### config.mk
export PLATFORM = sky130hd
export DESIGN_NAME = dram_req_scheduler
export DESIGN_NICKNAME = d
export VERILOG_FILES = /design/src/rtl/dram_req_scheduler.sv
export SDC_FILE = /design/constraint.sdc
export NUM_CORES = 1
export LEC_CHECK = 0
export ABC_CLOCK_PERIOD_IN_PS = 7400
export CAP_MARGIN = 20
export CELL_PAD_IN_SITES_DETAIL_PLACEMENT = 1
export CELL_PAD_IN_SITES_GLOBAL_PLACEMENT = 2
export CORE_ASPECT_RATIO = 1.4
export CORE_MARGIN = 2
export CORE_UTILIZATION = 35
export CTS_BUF_LIST = sky130_fd_sc_hd__clkbuf_4 sky130_fd_sc_hd__clkbuf_8 sky130_fd_sc_hd__clkbuf_16
export DETAILED_ROUTE_END_ITERATION = 12
export HOLD_SLACK_MARGIN = 0.06
export PLACE_DENSITY = 0.7
export SLEW_MARGIN = 20
export SYNTH_ARGS = -nofsm -noshare
export SYNTH_HDL_FRONTEND = slang
export SYNTH_SLANG_ARGS = --single-unit
### constraint.sdc
create_clock -name Clk_32UI -period 7.4 [get_ports Clk_32UI]
set_input_delay 1.11 -clock Clk_32UI [delete_from_list [all_inputs] [get_ports Clk_32UI]]
set_output_delay 1.11 -clock Clk_32UI [all_outputs]
set_load 0.01 [all_outputs]
### src/rtl/dram_req_scheduler.sv
// ============================================================================
// Module  : dram_req_scheduler
// Brief   : Buffers Datapath DRAM requests in a FIFO, issues them under a
//           valid/ready handshake with credit-limited outstanding requests.
// Rev     : 1.0  initial release
// ============================================================================
`default_nettype none

module dram_req_scheduler #(
    parameter int DEPTH           = 16,
    parameter int MAX_OUTSTANDING = 32,
    parameter int AFULL_MARGIN    = 4
) (
    input  logic        Clk_32UI,
    input  logic        reset_n,
    input  logic        req_valid,
    input  logic [31:0] req_addr_k,
    input  logic [31:0] req_addr_l,
    output logic        stall,
    output logic        mem_req_valid,
    input  logic        mem_req_ready,
    output logic [31:0] mem_addr_k,
    output logic [31:0] mem_addr_l,
    input  logic        DRAM_get,
    output logic [5:0]  outstanding,
    output logic [4:0]  fifo_count,
    output logic        err,
    output logic        idle
);

    localparam int                 c_PTR_W    = $clog2(DEPTH);
    localparam logic [c_PTR_W-1:0] c_PTR_ONE  = 1;
    localparam logic [4:0]         c_DEPTH    = 5'(DEPTH);
    localparam logic [4:0]         c_STALL_TH = 5'(DEPTH - AFULL_MARGIN);
    localparam logic [5:0]         c_MAX_OUT  = 6'(MAX_OUTSTANDING);

    typedef enum logic [0:0] {
        ST_RUN  = 1'b0,
        ST_HOLD = 1'b1
    } state_t;

    state_t              r_state;
    state_t              w_state_nxt;
    logic [31:0]         r_mem_k [DEPTH];
    logic [31:0]         r_mem_l [DEPTH];
    logic [c_PTR_W-1:0]  r_wr_ptr;
    logic [c_PTR_W-1:0]  r_rd_ptr;
    logic [4:0]          r_count;
    logic [5:0]          r_outstanding;
    logic                r_stall;
    logic                r_err;
    logic                r_idle;

    logic                w_full;
    logic                w_fire;
    logic                w_push;
    logic                w_get_ok;
    logic                w_err_set;
    logic [4:0]          w_count_nxt;
    logic [5:0]          w_out_nxt;

    assign w_full        = (r_count == c_DEPTH);
    assign mem_req_valid = (r_count != 5'd0) && (r_state == ST_RUN);
    assign w_fire        = mem_req_valid & mem_req_ready;
    // A full FIFO still accepts a push when the head leaves in the same cycle.
    assign w_push        = req_valid & (~w_full | w_fire);
    assign w_get_ok      = DRAM_get & (r_outstanding != 6'd0);
    assign w_err_set     = (req_valid & w_full & ~w_fire) | (DRAM_get & (r_outstanding == 6'd0));
    assign w_count_nxt   = r_count + 5'(w_push) - 5'(w_fire);
    assign w_out_nxt     = r_outstanding + 6'(w_fire) - 6'(w_get_ok);

    assign mem_addr_k    = r_mem_k[r_rd_ptr];
    assign mem_addr_l    = r_mem_l[r_rd_ptr];
    assign stall         = r_stall;
    assign outstanding   = r_outstanding;
    assign fifo_count    = r_count;
    assign err           = r_err;
    assign idle          = r_idle;

    always_ff @(posedge Clk_32UI or negedge reset_n) begin
        if (!reset_n) begin
            for (int i = 0; i < DEPTH; i++) begin
                r_mem_k[i] <= '0;
                r_mem_l[i] <= '0;
            end
            r_wr_ptr      <= '0;
            r_rd_ptr      <= '0;
            r_count       <= '0;
            r_outstanding <= '0;
            r_stall       <= 1'b0;
            r_err         <= 1'b0;
            r_idle        <= 1'b1;
        end else begin
            if (w_push) begin
                r_mem_k[r_wr_ptr] <= req_addr_k;
                r_mem_l[r_wr_ptr] <= req_addr_l;
                r_wr_ptr          <= r_wr_ptr + c_PTR_ONE;
            end
            if (w_fire) begin
                r_rd_ptr <= r_rd_ptr + c_PTR_ONE;
            end
            r_count       <= w_count_nxt;
            r_outstanding <= w_out_nxt;
            r_stall       <= (w_count_nxt >= c_STALL_TH);
            r_idle        <= (w_count_nxt == 5'd0) && (w_out_nxt == 6'd0);
            if (w_err_set) begin
                r_err <= 1'b1;
            end
        end
    end

    always_ff @(posedge Clk_32UI or negedge reset_n) begin
        if (!reset_n) begin
            r_state <= ST_RUN;
        end else begin
            r_state <= w_state_nxt;
        end
    end

    // HOLD releases on any accepted response; the freed credit is used next cycle.
    always_comb begin
        w_state_nxt = r_state;
        case (r_state)
            ST_RUN:  if (w_out_nxt == c_MAX_OUT) w_state_nxt = ST_HOLD;
            ST_HOLD: if (w_get_ok)               w_state_nxt = ST_RUN;
            default: w_state_nxt = ST_RUN;
        endcase
    end

endmodule

`default_nettype wire

==> flow_summary.rst <==
.. list-table::
   :header-rows: 1

   * - Metric
     - Value
   * - Area taken by flip-flops and latches
     - 26200 um^2
   * - CP Capture Type
     - output port
   * - Core footprint
     - 134000 um^2
   * - Wire length of the first global-routing pass
     - 189000 um
   * - Time the final worst path needs with I/O delays and setup
     - 5.22 ns
   * - Number of buffers inserted to repair setup after CTS
     - 0
   * - Worst hold path class
     - in -> async
   * - Ys Warns
     - 0
   * - Adder-cell share of the synthesized area
     - 0.00588
   * - Most area-consuming cells after synthesis
     - dfrtp_1, mux2_2, mux4_2, mux2_1, buf_6
   * - Antenna violations before repair
     - 12
   * - Slew Viols, Final
     - 0
   * - Total power
     - 25.8 mW
   * - Kind of launch point of the worst setup path
     - register
   * - Wire length reported by the detailed router
     - 124000 um
   * - Net count, final
     - 2905
   * - Max Buffers Root-to-Sink
     - 3
   * - Number of buffers created by CTS
     - 106
   * - Synthesis-to-finish area growth
     - 13.9%
   * - I/O pin count
     - 148
   * - Routed via count
     - 25158
   * - Post-synthesis cell type count
     - 47
   * - Total congestion overflow
     - 0
   * - Post-Synth XOR/XNOR Area
     - 0.00222
   * - Gate count of the mapped netlist
     - 2751
   * - Ys async rst share
     - 1.00
   * - CTS tree
     - done
   * - Post-CTS resize count
     - 0
   * - Number of maximum-capacitance constraint violations
     - 0
   * - Initial cell density of the core
     - 0.353
   * - Hold-fix buffers at CTS
     - 0
   * - Number of port buffers
     - 147
   * - Flops & latches, synth
     - 1047
   * - Achievable clock frequency
     - 191 MHz
   * - Final setup violation count
     - 0
   * - Slowest CP cell
     - dfrtp_4
   * - Latest clock arrival within the worst-skew pair
     - 0.71 ns
   * - Vias per std cell
     - 5.38
   * - Number of global-route vias before repair
     - 29555
   * - Critical path capture point
     - mem_addr_l[20]
   * - Setup tns final
     - 0 ns
   * - Required time at the endpoint of the critical path
     - 6.29 ns
   * - Register clock-pin slew on the reported worst setup and hold paths
     - 0.06 ns
   * - Initial DRT Pass Iterations
     - 4
   * - Clock Sinks
     - 1047
   * - Max FO, Critical Path
     - 44
   * - Data arrival time of the critical path
     - 4.11 ns
   * - Total power density per cell area
     - 480 nW/um^2
   * - Count of endpoints failing hold in the final timing report
     - 0
   * - Sequential area share after synthesis
     - 0.554
   * - Height of the die
     - 439 um
   * - Root cell of the clock tree
     - clkbuf_16
   * - Worst reg2reg endpoint
     - r_state
   * - Starting DRC count in detailed routing
     - 1141
   * - Worst max-slew margin expressed relative to the limit
     - 0.319
   * - Basic-gate share of the synthesized area counting and, or, nand and nor cells
     - 0.00815
   * - Transition time at the pin with the least slew margin
     - 1.02 ns
   * - Worst VDD drop
     - 0.377 mV
   * - Largest net degree at the start of global routing
     - 169
   * - Crit path top cell by count
     - mux4_2
   * - Register-to-Register Setup Slack
     - 3.70 ns
   * - Fraction of layout cells with a size suffix above 1
     - 0.523
   * - X dimension of the die
     - 315 um
   * - Final weighted congestion in routability-driven placement
     - 0.718
   * - Mean instance size in the synthesized netlist
     - 17.2 um^2
   * - Global Route Usage Sum
     - 0.182
   * - Cell-by-cell trace of the critical path
     - buf_4 -> mux4_2 -> mux4_2 -> clkdlybuf4s50_1
   * - Most frequently used cell type in the post-synthesis netlist
     - dfrtp_1
   * - Final clock skew
     - 0.0338 ns
   * - Yosys top cell by area
     - dfrtp_1
   * - Leakage power of the design
     - 23.1 nW
   * - Maximum level of the CTS H-tree
     - 3
   * - Number of fill cells
     - 13122
   * - Main combinational cell family by area after synthesis
     - multiplexers
   * - Area of the mapped netlist
     - 47300 um^2
   * - Die area
     - 138000 um^2
   * - Post-route fraction of the period consumed by the critical path
     - 0.706
   * - Most used standard cells in the synthesized netlist
     - dfrtp_1, mux2_2, mux4_2
   * - Drc violations
     - 0
   * - Startpoint of the lowest-slack register-to-register path
     - fifo_count[2]
   * - Path type of the worst setup path
     - reg -> out
   * - Launching element of the worst setup path
     - r_rd_ptr[0]
   * - Post-DP HPWL
     - 69000 um
   * - Number of synthesized flops with an enable pin
     - 0
   * - Num rows
     - 159
   * - Number of nets in the synthesized netlist
     - 2841
   * - Portion of synthesized cell area occupied by the leading cell type
     - 0.554
   * - Wire length per cell
     - 26.5 um
   * - Post-synthesis mux area share
     - 0.397
   * - Unrepaired setup endpoints after global routing
     - no
   * - Status
     - finished, final reports clean
   * - Worst Reg2Reg Path Length in Cells
     - 14
   * - Main flop type after synthesis
     - dfrtp_1
   * - Post-route antenna net violation count
     - 0
   * - Compound-Gate Fraction of Synth Area
     - 0.00225
   * - Area used by multi-input combinational logic
     - 19700 um^2
   * - Peak per-stage delay on the critical path
     - 0.84 ns
==> where the power goes <==
| part | switching [mW] | internal, mW | leakage (nW) |
|---|---|---|---|
| clock network | 2.27 | 3.29 | 1.84 |
| logic | 4.08 | 6.13 | 8.27 |
| registers | 1.62 | 8.42 | 13.0 |
| total | 7.97 | 17.8 | 23.1 |
==> area by class of cell <==
cell class / instances / area share
Multi-Input combinational cell: 1445 / 0.366
Clock buffer: 161 / 0.0602
Sequential cell: 1047 / 0.487
Timing Repair Buffer: 192 / 0.0366
Clock inverter: 33 / 0.00730
Antenna cell: 2 / 0.0000930
Inverter: 23 / 0.00160
Tap cell: 1771 / 0.0412
==> cell families after synthesis <==
kind of cell,count (synthesis)
multiplexers,1346
flip-flops,1047
buffers and inverters,259
AND/OR/NAND/NOR,49
adder cells (fa/ha/maj),21
AO/OA/AOI/OAI,17
XOR/XNOR,12
==> sequential cells by signal (all words and copies together), names as in the netlist <==
name,count
r_mem_k,512
r_mem_l,512
outstanding,6
fifo_count,5
r_rd_ptr,4
r_wr_ptr,4
err,1
idle,1
r_state,1
stall,1
==> cells in the final DEF, fill, tap and decap left out, types with 8 or more instances in the layout <==
master | synthesis | layout
mux2_2 | 932 | 932
nand2_4 | 3 | 9
ha_1 | 19 | 19
clkdlybuf4s50_1 | 0 | 146
bufinv_16 | 0 | 8
inv_1 | 22 | 22
clkbuf_4 | 0 | 29
buf_4 | 7 | 32
clkinv_2 | 0 | 17
buf_12 | 0 | 12
dfrtp_1 | 1046 | 1042
clkbuf_8 | 0 | 25
mux2_1 | 94 | 94
clkbuf_16 | 0 | 107
mux4_2 | 320 | 320
==> worst max-delay path: cells and delay by family, from the launching register on <==
family	cells	cell delay, ns
muxes	2	1.17
DFF	1	0.84
buffers and inverters	2	1.36
==> worst min-delay path by stage <==
stage / end / slack, ns / depth (start not counted)
finish: r_mem_l[510] / 0.42 / 1
global route: r_mem_l[510] / 0.48 / 1
detailed placement: r_mem_k[429] / 0.48 / 1
floorplan: r_mem_k[232] / 0.45 / 1
CTS: r_mem_l[510] / 0.45 / 1
global placement: r_mem_l[238] / 0.46 / 1
==> per-stage QoR <==
stage | cell area [um^2] | setup slack (ns) | cells | util | hold slack [ns]
2_1_floorplan | 47300 | 3.89 | 2751 | - | 0.453
3_3_place_gp | 50100 | 2.81 | 4475 | 0.374 | 0.463
3_5_place_dp | 50200 | 2.79 | 4476 | 0.374 | 0.475
4_1_cts | 53800 | 1.99 | 4670 | 0.401 | 0.448
5_1_grt | 53800 | 1.89 | 4673 | 0.401 | 0.485
6_report | 53800 | 2.18 | 4674 | 0.401 | 0.418
==> per-layer routing <==
layer	global-route usage	vias up	part of all wire
li1	-	10425	-
met1	0.233	14137	0.42
met2	0.318	403	0.52
met3	0.0284	185	0.036
met4	0.0535	8	0.023
met5	0	-	0.00037
No activity file was read; power rests on OpenSTA's default activity.
